<file path="src/rtl/store_unit_if.sv">
// rtl/store_unit_if.sv - shared store-unit types and the cache-controller write interface
//
// store_unit_pkg : stu_operation_t, instr_packet_t, cachable region bounds
// store_unit_if  : write-side bus between the store unit and the data cache controller
//   cache_ctrl_idle_i        controller -> unit  controller can accept a request
//   cache_ctrl_write_done_i  controller -> unit  write completed
//   cache_ctrl_write_o       unit -> controller  write request (level)
//   cache_ctrl_address_o     unit -> controller  word-aligned address
//   cache_ctrl_data_o        unit -> controller  lane-aligned write data
//   cache_ctrl_byte_enable_o unit -> controller  byte lanes to write
//   cache_ctrl_cachable_o    unit -> controller  address lies in a cachable region
`timescale 1ns/1ps

package store_unit_pkg;

  typedef enum logic [1:0] {
    STU_SB   = 2'd0,
    STU_SH   = 2'd1,
    STU_SW   = 2'd2,
    STU_RSVD = 2'd3
  } stu_operation_t;

  typedef struct packed {
    logic [31:0] pc;
    logic [4:0]  rd_tag;
    logic [5:0]  rob_id;
  } instr_packet_t;

  // core memory map, inclusive bounds
  localparam logic [31:0] INT_TABLE_LO = 32'h0000_0000;
  localparam logic [31:0] INT_TABLE_HI = 32'h0000_03FF;
  localparam logic [31:0] CODE_LO      = 32'h0000_0400;
  localparam logic [31:0] CODE_HI      = 32'h0000_FFFF;
  localparam logic [31:0] INT_NVM_LO   = 32'h0001_0000;
  localparam logic [31:0] INT_NVM_HI   = 32'h0003_FFFF;
  localparam logic [31:0] EXT_NVM_LO   = 32'h1000_0000;
  localparam logic [31:0] EXT_NVM_HI   = 32'h1FFF_FFFF;

endpackage

interface store_unit_if #(parameter int XLEN = 32);
  logic            cache_ctrl_idle_i;
  logic            cache_ctrl_write_done_i;
  logic            cache_ctrl_write_o;
  logic [XLEN-1:0] cache_ctrl_address_o;
  logic [XLEN-1:0] cache_ctrl_data_o;
  logic [3:0]      cache_ctrl_byte_enable_o;
  logic            cache_ctrl_cachable_o;

  modport master (
    input  cache_ctrl_idle_i, cache_ctrl_write_done_i,
    output cache_ctrl_write_o, cache_ctrl_address_o, cache_ctrl_data_o,
           cache_ctrl_byte_enable_o, cache_ctrl_cachable_o
  );

  modport slave (
    output cache_ctrl_idle_i, cache_ctrl_write_done_i,
    input  cache_ctrl_write_o, cache_ctrl_address_o, cache_ctrl_data_o,
           cache_ctrl_byte_enable_o, cache_ctrl_cachable_o
  );
endinterface

</file>
<file path="src/rtl/store_unit.sv">
// rtl/store_unit.sv - RV32 store execution unit (SB/SH/SW) issuing writes to the data cache controller
//
// Ports:
//   clk_i, rst_n_i       clock, asynchronous active-low reset
//   valid_operation_i    store request, sampled only in IDLE
//   store_address_i      byte address
//   store_data_i         rs2 value
//   operation_i          SB / SH / SW / reserved
//   instr_packet_i/_o    instruction metadata in, registered copy out (valid with done_o)
//   idle_o               unit can accept a request
//   done_o               one-cycle pulse: store retired or faulted
//   misaligned_o         qualifies done_o: store faulted, no write performed
//   ctrl                 cache controller write bus (store_unit_if.master)
`timescale 1ns/1ps

module store_unit
  import store_unit_pkg::*;
#(
  parameter int XLEN = 32
) (
  input  logic            clk_i,
  input  logic            rst_n_i,
  input  logic            valid_operation_i,
  input  logic [XLEN-1:0] store_address_i,
  input  logic [XLEN-1:0] store_data_i,
  input  stu_operation_t  operation_i,
  input  instr_packet_t   instr_packet_i,
  output instr_packet_t   instr_packet_o,
  output logic            idle_o,
  output logic            done_o,
  output logic            misaligned_o,
  store_unit_if.master    ctrl
);

  typedef enum logic [2:0] {
    S_IDLE,
    S_WAIT_CTRL,
    S_WRITE,
    S_DONE,
    S_FAULT
  } state_t;

  state_t        state_q, state_d;
  logic          write_q, write_d;
  logic          done_q, done_d;
  logic          mis_q, mis_d;
  logic [3:0]    be_q;
  logic [31:0]   addr_q, data_q;
  instr_packet_t pkt_q;

  logic          accept;
  logic          fault_in;
  logic [3:0]    be_in;
  logic [31:0]   data_in;

  assign accept = (state_q == S_IDLE) && valid_operation_i;

  // lane alignment, byte enables and fault detection from the incoming request
  always_comb begin
    be_in    = 4'b0000;
    data_in  = store_data_i;
    fault_in = 1'b0;
    case (operation_i)
      STU_SB: begin
        be_in   = 4'b0001 << store_address_i[1:0];
        data_in = {4{store_data_i[7:0]}};
      end
      STU_SH: begin
        be_in    = store_address_i[1] ? 4'b1100 : 4'b0011;
        data_in  = {2{store_data_i[15:0]}};
        fault_in = store_address_i[0];
      end
      STU_SW: begin
        be_in    = 4'b1111;
        fault_in = |store_address_i[1:0];
      end
      default: fault_in = 1'b1;
    endcase
  end

  always_comb begin
    state_d = state_q;
    write_d = write_q;
    done_d  = 1'b0;
    mis_d   = 1'b0;
    case (state_q)
      S_IDLE: begin
        if (valid_operation_i) begin
          if (fault_in) begin
            state_d = S_FAULT;
          end else if (ctrl.cache_ctrl_idle_i) begin
            state_d = S_WRITE;
            write_d = 1'b1;
          end else begin
            state_d = S_WAIT_CTRL;
          end
        end
      end
      S_WAIT_CTRL: begin
        if (ctrl.cache_ctrl_idle_i) begin
          state_d = S_WRITE;
          write_d = 1'b1;
        end
      end
      S_WRITE: begin
        if (ctrl.cache_ctrl_write_done_i) begin
          state_d = S_DONE;
          write_d = 1'b0;
        end
      end
      // done/misaligned are registered, so the pulse appears on the edge leaving these states
      S_DONE: begin
        state_d = S_IDLE;
        done_d  = 1'b1;
      end
      S_FAULT: begin
        state_d = S_IDLE;
        done_d  = 1'b1;
        mis_d   = 1'b1;
      end
      default: begin
        state_d = S_IDLE;
        write_d = 1'b0;
      end
    endcase
  end

  always_ff @(posedge clk_i or negedge rst_n_i) begin
    if (!rst_n_i) begin
      state_q <= S_IDLE;
      write_q <= 1'b0;
      done_q  <= 1'b0;
      mis_q   <= 1'b0;
      be_q    <= 4'b0000;
    end else begin
      state_q <= state_d;
      write_q <= write_d;
      done_q  <= done_d;
      mis_q   <= mis_d;
      // a faulting store leaves the previous enables in place; they are never presented
      if (accept && !fault_in) begin
        be_q <= be_in;
      end
    end
  end

  // payload registers need no reset: they are only observed after an accept
  always_ff @(posedge clk_i) begin
    if (accept) begin
      addr_q <= store_address_i;
      data_q <= data_in;
      pkt_q  <= instr_packet_i;
    end
  end

  function automatic logic in_range(input logic [31:0] a, input logic [31:0] lo,
                                    input logic [31:0] hi);
    return (a >= lo) && (a <= hi);
  endfunction

  assign ctrl.cache_ctrl_write_o       = write_q;
  assign ctrl.cache_ctrl_address_o     = {addr_q[31:2], 2'b00};
  assign ctrl.cache_ctrl_data_o        = data_q;
  assign ctrl.cache_ctrl_byte_enable_o = be_q;
  assign ctrl.cache_ctrl_cachable_o    = in_range(addr_q, INT_TABLE_LO, INT_TABLE_HI)
                                       | in_range(addr_q, EXT_NVM_LO, EXT_NVM_HI)
                                       | in_range(addr_q, INT_NVM_LO, INT_NVM_HI)
                                       | in_range(addr_q, CODE_LO, CODE_HI);

  assign instr_packet_o = pkt_q;
  assign idle_o         = (state_q == S_IDLE);
  assign done_o         = done_q;
  assign misaligned_o   = mis_q;

endmodule

</file>
<file path="src/flat_wrapper.sv">
// flat-port wrapper written by rule: the top's interface ports become plain ports
module store_unit_flat import store_unit_pkg::*;
#(
  parameter int XLEN = 32
)
  (clk_i, rst_n_i, valid_operation_i, store_address_i, store_data_i, operation_i, instr_packet_i, instr_packet_o, idle_o, done_o, misaligned_o, ctrl_cache_ctrl_idle_i, ctrl_cache_ctrl_write_done_i, ctrl_cache_ctrl_write_o, ctrl_cache_ctrl_address_o, ctrl_cache_ctrl_data_o, ctrl_cache_ctrl_byte_enable_o, ctrl_cache_ctrl_cachable_o);
  store_unit_if #(.XLEN(XLEN)) ctrl_i ();
  input  logic clk_i;
  input  logic rst_n_i;
  input  logic valid_operation_i;
  input  logic [XLEN-1:0] store_address_i;
  input  logic [XLEN-1:0] store_data_i;
  input  stu_operation_t operation_i;
  input  instr_packet_t instr_packet_i;
  output instr_packet_t instr_packet_o;
  output logic idle_o;
  output logic done_o;
  output logic misaligned_o;
  input wire logic [$bits(ctrl_i.cache_ctrl_idle_i)-1:0] ctrl_cache_ctrl_idle_i;
  input wire logic [$bits(ctrl_i.cache_ctrl_write_done_i)-1:0] ctrl_cache_ctrl_write_done_i;
  output wire logic [$bits(ctrl_i.cache_ctrl_write_o)-1:0] ctrl_cache_ctrl_write_o;
  output wire logic [$bits(ctrl_i.cache_ctrl_address_o)-1:0] ctrl_cache_ctrl_address_o;
  output wire logic [$bits(ctrl_i.cache_ctrl_data_o)-1:0] ctrl_cache_ctrl_data_o;
  output wire logic [$bits(ctrl_i.cache_ctrl_byte_enable_o)-1:0] ctrl_cache_ctrl_byte_enable_o;
  output wire logic [$bits(ctrl_i.cache_ctrl_cachable_o)-1:0] ctrl_cache_ctrl_cachable_o;
  assign ctrl_i.cache_ctrl_idle_i = ctrl_cache_ctrl_idle_i;
  assign ctrl_i.cache_ctrl_write_done_i = ctrl_cache_ctrl_write_done_i;
  assign ctrl_cache_ctrl_write_o = ctrl_i.cache_ctrl_write_o;
  assign ctrl_cache_ctrl_address_o = ctrl_i.cache_ctrl_address_o;
  assign ctrl_cache_ctrl_data_o = ctrl_i.cache_ctrl_data_o;
  assign ctrl_cache_ctrl_byte_enable_o = ctrl_i.cache_ctrl_byte_enable_o;
  assign ctrl_cache_ctrl_cachable_o = ctrl_i.cache_ctrl_cachable_o;
  store_unit #(.XLEN(XLEN)) u_core (.clk_i(clk_i), .rst_n_i(rst_n_i), .valid_operation_i(valid_operation_i), .store_address_i(store_address_i), .store_data_i(store_data_i), .operation_i(operation_i), .instr_packet_i(instr_packet_i), .instr_packet_o(instr_packet_o), .idle_o(idle_o), .done_o(done_o), .misaligned_o(misaligned_o), .ctrl(ctrl_i));
endmodule
</file>
<file path="config.mk">
export PLATFORM = sky130hd
export DESIGN_NAME = store_unit_flat
export DESIGN_NICKNAME = d
export VERILOG_FILES = /design/src/rtl/store_unit_if.sv /design/src/rtl/store_unit.sv /design/src/flat_wrapper.sv
export SDC_FILE = /design/constraint.sdc
export NUM_CORES = 1
export LEC_CHECK = 0
export CAP_MARGIN = 20
export CORE_ASPECT_RATIO = 0.9
export CORE_UTILIZATION = 30
export CTS_CLUSTER_SIZE = 40
export DETAILED_ROUTE_END_ITERATION = 16
export GPL_TIMING_DRIVEN = 1
export PLACE_DENSITY = 0.66
export REMOVE_ABC_BUFFERS = 1
export SKIP_CTS_REPAIR_TIMING = 1
export SYNTH_ARGS = -nofsm -noshare
export SYNTH_HDL_FRONTEND = slang
export SYNTH_SLANG_ARGS = --single-unit
</file>
<file path="constraint.sdc">
create_clock -name clk_i -period 2.2 [get_ports clk_i]
set_input_delay 0.22 -clock clk_i [delete_from_list [all_inputs] [get_ports clk_i]]
set_output_delay 0.22 -clock clk_i [all_outputs]
set_load 0.02 [all_outputs]
</file>
==> results of run 1 <==
==> sequential cells by signal, indices dropped and copies added, names as in the netlist <==
register	cells
u_core.addr_q	30
u_core.ctrl.cache_ctrl_write_o	1
u_core.ctrl.cache_ctrl_data_o	32
u_core.done_o	1
u_core.state_q	3
u_core.ctrl.cache_ctrl_byte_enable_o	4
u_core.misaligned_o	1
u_core.instr_packet_o	43
==> metal layers <==
layer	GRT usage [%]	vias to the layer above	share of wire, %
met2	22.8	144	49
met4	6.43	0	1.1
li1	-	1335	-
met1	16.0	1347	40
met3	6.18	11	9.7
met5	0	-	0
==> cell usage in the layout (no fill, tap or decap), types with 4 or more instances in the layout <==
cell type and n:
clkinv_2 4, dfrtp_1 10, nor2_1 4, nor3_1 4
nor4b_1 4, o21ai_0 10, buf_4 7, mux2i_1 8
edfxtp_1 105, mux2_2 16, clkdlybuf4s50_1 226, nand2_1 10
clkbuf_16 17
==> cells by family after synthesis <==
group	count (synthesis)	share of synthesized area, %
other cells	1	0.0864
compound gates	27	4.32
simple gates	31	4.18
flops	115	78.4
xor+xnor	1	0.202
mux	24	6.00
buf+inv	43	6.80
==> through the flow <==
step                setup TNS [ns]  util, %  setup WS [ns]  instance area (um^2)
CTS                         -0.121     51.7         -0.121                  7270
global route                     0     51.7         0.0487                  7270
floorplan                        0        -         0.0676                  4070
detailed placement               0     47.6          0.127                  6700
global placement                 0     47.6          0.170                  6700
finish                           0     51.7          0.189                  7270
==> layout make-up <==
class	instances	area (um^2)	share of cell area, %
Clock buffer	20	437	6.00
Multi-Input combinational cell	85	646	8.88
Clock inverter	12	139	1.91
Inverter	4	20.0	0.275
Sequential cell	115	3400	46.8
Timing Repair Buffer	237	2390	32.8
Tap cell	193	241	3.32
==> worst min-delay path by stage <==
stage               slack, ns                                       to                                    start
CTS                      0.15                        u_core.state_q[2]                                  rst_n_i
finish                   0.15           u_core.ctrl.cache_ctrl_write_o                                  rst_n_i
floorplan               -0.08  u_core.ctrl.cache_ctrl_byte_enable_o[0]                                  rst_n_i
detailed placement       0.50  u_core.ctrl.cache_ctrl_byte_enable_o[0]  u_core.ctrl.cache_ctrl_byte_enable_o[0]
global placement         0.51  u_core.ctrl.cache_ctrl_byte_enable_o[0]  u_core.ctrl.cache_ctrl_byte_enable_o[0]
global route             0.17                        u_core.state_q[2]                                  rst_n_i
==> power by group through the flow <==
stage               sequential (mW)  combinational [mW]  clock (mW)
detailed placement             3.29                2.42           0
global route                   3.31                2.54        2.83
CTS                            3.26                2.42        2.75
finish                         3.26                2.39        2.67
floorplan                      3.87               0.458           0
global placement               3.28                2.39           0
==> worst max-delay path, cell delays in order, from the launching register on <==
cell and delay [ns]:
dfrtp_1 0.47, nor3_1 0.28, clkdlybuf4s50_1 0.65
==> results.json, run 1 <==
{
  "status": "finished clean",
  "final_nets": 574,
  "crit_arrival_ns": 1.79,
  "ir_drop_mv": 0.489,
  "rr_worst_depth": 3,
  "clock_latency_ns": 0.40,
  "endpoint": "idle_o",
  "r2r-start": "u_core.state_q[1]",
  "track_usage_pct": 14.0,
  "route.detailed.drc": 0,
  "start_util_pct": 30.9,
  "crit_path_start": "u_core.state_q[1]",
  "synth_commonest_cells": "edfxtp_1, buf_4, mux2_2",
  "holdWs_ns": 0.153,
  "combPwrFrac_pct": 28.7,
  "area_delta_synth_final_pct": 67.6,
  "synth_edf_count": 105,
  "synth_top_cell_by_area": "edfxtp_1",
  "ys_seq_area_share_pct": 78.4,
  "cts_tree": "done",
  "core-area_mm2": 0.0141,
  "ant_nets": 0,
  "ys_top_cells_by_area": "edfxtp_1, dfrtp_1, buf_4, mux2_2, mux2i_1",
  "nFillCells": 1184,
  "dr.pass1.iters": 4,
  "p_clk_share_pct": 32.1,
  "clock_skew_ns": 0.00667,
  "yosysTopAreaCellShare_pct": 72.6,
  "syn_inst": 242,
  "instances_no_fill": 666,
  "min_period_over_period_pct": 91.4,
  "worst_ep_required_time_ns": 1.98,
  "die_w_um": 129,
  "hpwl_um": 7560,
  "start_kind": "flip-flop",
  "p_int_mw": 5.95,
  "cts-root-buf": "clkbuf_16",
  "cp-end-kind": "output pin",
  "diodes": 0,
  "ys_seq_elements": 115,
  "port-buffer-count": 227,
  "p_seq_share_pct": 39.2,
  "grt_max_degree": 39,
  "avgSynthCellArea_um2": 17.9,
  "hold_violations": 0,
  "period_minus_slack_ns": 2.01,
  "setup_violations": 0,
  "avgViaCountPerCell": 4.26,
  "synth_warnings": 0,
  "finalMaxSlewViolations": 0,
  "critPathMaxFanout": 10,
  "clock-sinks": 115,
  "clk_path_buf_depth": 2,
  "p_switching_mw": 2.36,
  "regToRegEndpoint": "u_core.ctrl.cache_ctrl_data_o[7]",
  "grt_pass1_wl_um": 15200,
  "drtIter0Drc": 107,
  "regToRegSetupSlack_ns": 0.29,
  "drv_cap": 0,
  "async_reset_ff_share_pct": 8.70,
  "routed_wl_um": 10400,
  "cts_made_buffers": 17,
  "critPathKind": "reg2out",
  "place_congestion": 0.779,
  "switching_share_pct": 28.4,
  "hold_path_class": "in2async",
  "syn_area_mm2": 0.00434,
  "rows": 41,
  "dieArea_mm2": 0.0150,
  "h-tree-depth": 4,
  "grt_overflow": 0,
  "vias": 2837,
  "synth_ff_type": "edfxtp_1",
  "yosysMostFrequentCell": "edfxtp_1",
  "powerDensity_mw_per_mm2": 1140,
  "grt_setup_unrepaired": "no",
  "antenna_found_initial": 0,
  "final_layout_size_suffix_gt1_share_pct": 11.8,
  "power.total_mw": 8.32,
  "die_y_um": 116,
  "dp_cells": 634,
  "grt_pass1_vias": 2733,
  "leakage_nw": 2.61,
  "io_pins": 230,
  "clk_pin_slew_ns": 0.05,
  "max_clock_freq_mhz": 497,
  "synth.distinct_cells": 34,
  "wl_per_cell_um": 15.7
}
Power figures use the tool's default switching activity.
==> inputs of run 2 (changes only) <==
PLACE_DENSITY = 0.75   (was 0.66)
==> run 2 against run 1 <==
Compared with the run above: non-clock buffer count did not move; register-to-register slack improved by 0.07 ns; power rose by 0.54%; flip-flop and latch count did not move; worst setup slack got worse by 0.012 ns; cell area rose by 0.21%; via count rose by 0.32%; cell count fell by 0.15%; first-iteration DRC count rose by 6.5%; critical endpoint unchanged; highest routed layer unchanged.
==> results.json, run 2 (synthesized netlist as in run 1, its figures left out) <==
{
  "finalInstanceArea_mm2": 0.00729,
  "tns_ns": 0,
  "grt_overflow": 0,
  "clk_path_buf_depth": 2,
  "die_w_um": 129,
  "drtIter0Drc": 114,
  "regToRegSetupSlack_ns": 0.36,
  "critPathMaxFanout": 10,
  "p_clk_share_pct": 32.3,
  "grt_pass1_wl_um": 15300,
  "critPathKind": "reg2out",
  "die_y_um": 116,
  "drv_cap": 0,
  "setup_violations": 0,
  "dieArea_mm2": 0.0150,
  "cp-end-kind": "output pin",
  "track_usage_pct": 14.3,
  "clk_pin_slew_ns": 0.06,
  "slowest_stage": "clkdlybuf4s50_1",
  "area_delta_synth_final_pct": 67.9,
  "diodes": 0,
  "ant_nets": 0,
  "grt_setup_unrepaired": "no",
  "ir_drop_mv": 0.657,
  "dr.pass1.iters": 4,
  "hold_path_class": "in2async",
  "finalMaxSlewViolations": 0,
  "clock_latency_ns": 0.41,
  "leakage_nw": 2.60,
  "grt_max_degree": 39,
  "p_int_mw": 5.96,
  "largest_reg_flops": 43,
  "status": "finished clean",
  "place_congestion": 0.817,
  "r2r-start": "u_core.state_q[1]",
  "io_pins": 230,
  "p_switching_mw": 2.40,
  "critical_path.max_stage_delay_ns": 0.65,
  "switching_share_pct": 28.8,
  "antenna_found_initial": 0,
  "hold_violations": 0,
  "final_nets": 574,
  "grt_pass1_vias": 2779,
  "hpwl_um": 8170,
  "powerDensity_mw_per_mm2": 1150,
  "cts_tree": "done",
  "period_minus_slack_ns": 2.02,
  "layout_commonest_cell": "clkdlybuf4s50_1",
  "combPwrFrac_pct": 28.8,
  "avgViaCountPerCell": 4.28,
  "crit_arrival_ns": 1.80,
  "placed_area_mm2": 0.00670,
  "vias": 2846,
  "wl_per_cell_um": 16.1,
  "start_kind": "flip-flop",
  "max_clock_freq_mhz": 494,
  "rr_worst_depth": 3,
  "power.total_mw": 8.36,
  "clock_skew_ns": 0.00927,
  "cts_made_buffers": 17,
  "crit_path_cell_trace": "nor3_1 -> clkdlybuf4s50_1",
  "rows": 41,
  "cts-root-buf": "clkbuf_16",
  "clock-sinks": 115,
  "route.detailed.drc": 0,
  "mostFrequentLayoutCells": "clkdlybuf4s50_1, edfxtp_1, clkbuf_16",
  "nFillCells": 1156,
  "min_period_over_period_pct": 92.0,
  "final_layout_size_suffix_gt1_share_pct": 12.7,
  "routed_wl_um": 10700,
  "worst_ep_required_time_ns": 1.98,
  "h-tree-depth": 4,
  "regToRegEndpoint": "u_core.instr_packet_o[16]",
  "start_util_pct": 30.9,
  "core-area_mm2": 0.0141,
  "p_seq_share_pct": 38.9,
  "port-buffer-count": 227
}
## run 2: critical path: cells and delay by family, from the launching register on
| family | cells | cell delay, ns |
|---|---|---|
| simple gates | 1 | 0.28 |
| flops | 1 | 0.47 |
| buf+inv | 1 | 0.65 |
## run 2: power by group through the flow
stage / Sequential, mW / Clock [mW] / Combinational (mW)
finish: 3.25 / 2.70 / 2.41
global route: 3.30 / 2.87 / 2.55
CTS: 3.26 / 2.78 / 2.44
detailed placement: 3.29 / 0 / 2.43
global placement: 3.28 / 0 / 2.39
floorplan: 3.87 / 0 / 0.458
## run 2: metal layers
layer	wire, um	global-route usage (%)	vias to the layer above
met4	167	5.73	0
met3	1150	7.79	20
li1	-	-	1340
met1	4070	14.8	1344
met2	5310	24.4	142
met5	0	0	-
## run 2: cell type report
| cell class | instances | area (um^2) | share of cell area, % |
|---|---|---|---|
| Inverter | 4 | 20.0 | 0.275 |
| Clock buffer | 17 | 425 | 5.84 |
| Multi-Input combinational cell | 85 | 646 | 8.86 |
| Clock inverter | 14 | 165 | 2.27 |
| Tap cell | 193 | 241 | 3.31 |
| Sequential cell | 115 | 3400 | 46.7 |
| Timing Repair Buffer | 237 | 2390 | 32.8 |
## run 2: worst max-delay path by stage
stage                      start  cells past startpoint                                      end  slack, ns
2_1_floorplan  u_core.state_q[1]                      4  u_core.ctrl.cache_ctrl_byte_enable_o[1]       0.07
3_3_place_gp   valid_operation_i                      4                u_core.instr_packet_o[28]       0.24
3_5_place_dp   valid_operation_i                      4                u_core.instr_packet_o[16]       0.21
4_1_cts        u_core.addr_q[21]                      4               ctrl_cache_ctrl_cachable_o      -0.14
5_1_grt        u_core.state_q[1]                      2                                   idle_o       0.04
6_report       u_core.state_q[1]                      2                                   idle_o       0.18
## run 2: through the flow
step,utilization [%],worst slack (ns),std cells,hold slack (ns)
global route,51.9,0.0418,665,0.161
detailed placement,47.6,0.205,634,0.472
CTS,51.8,-0.137,665,0.143
floorplan,-,0.0676,204,-0.0756
finish,51.9,0.177,665,0.147
global placement,47.6,0.236,634,0.496
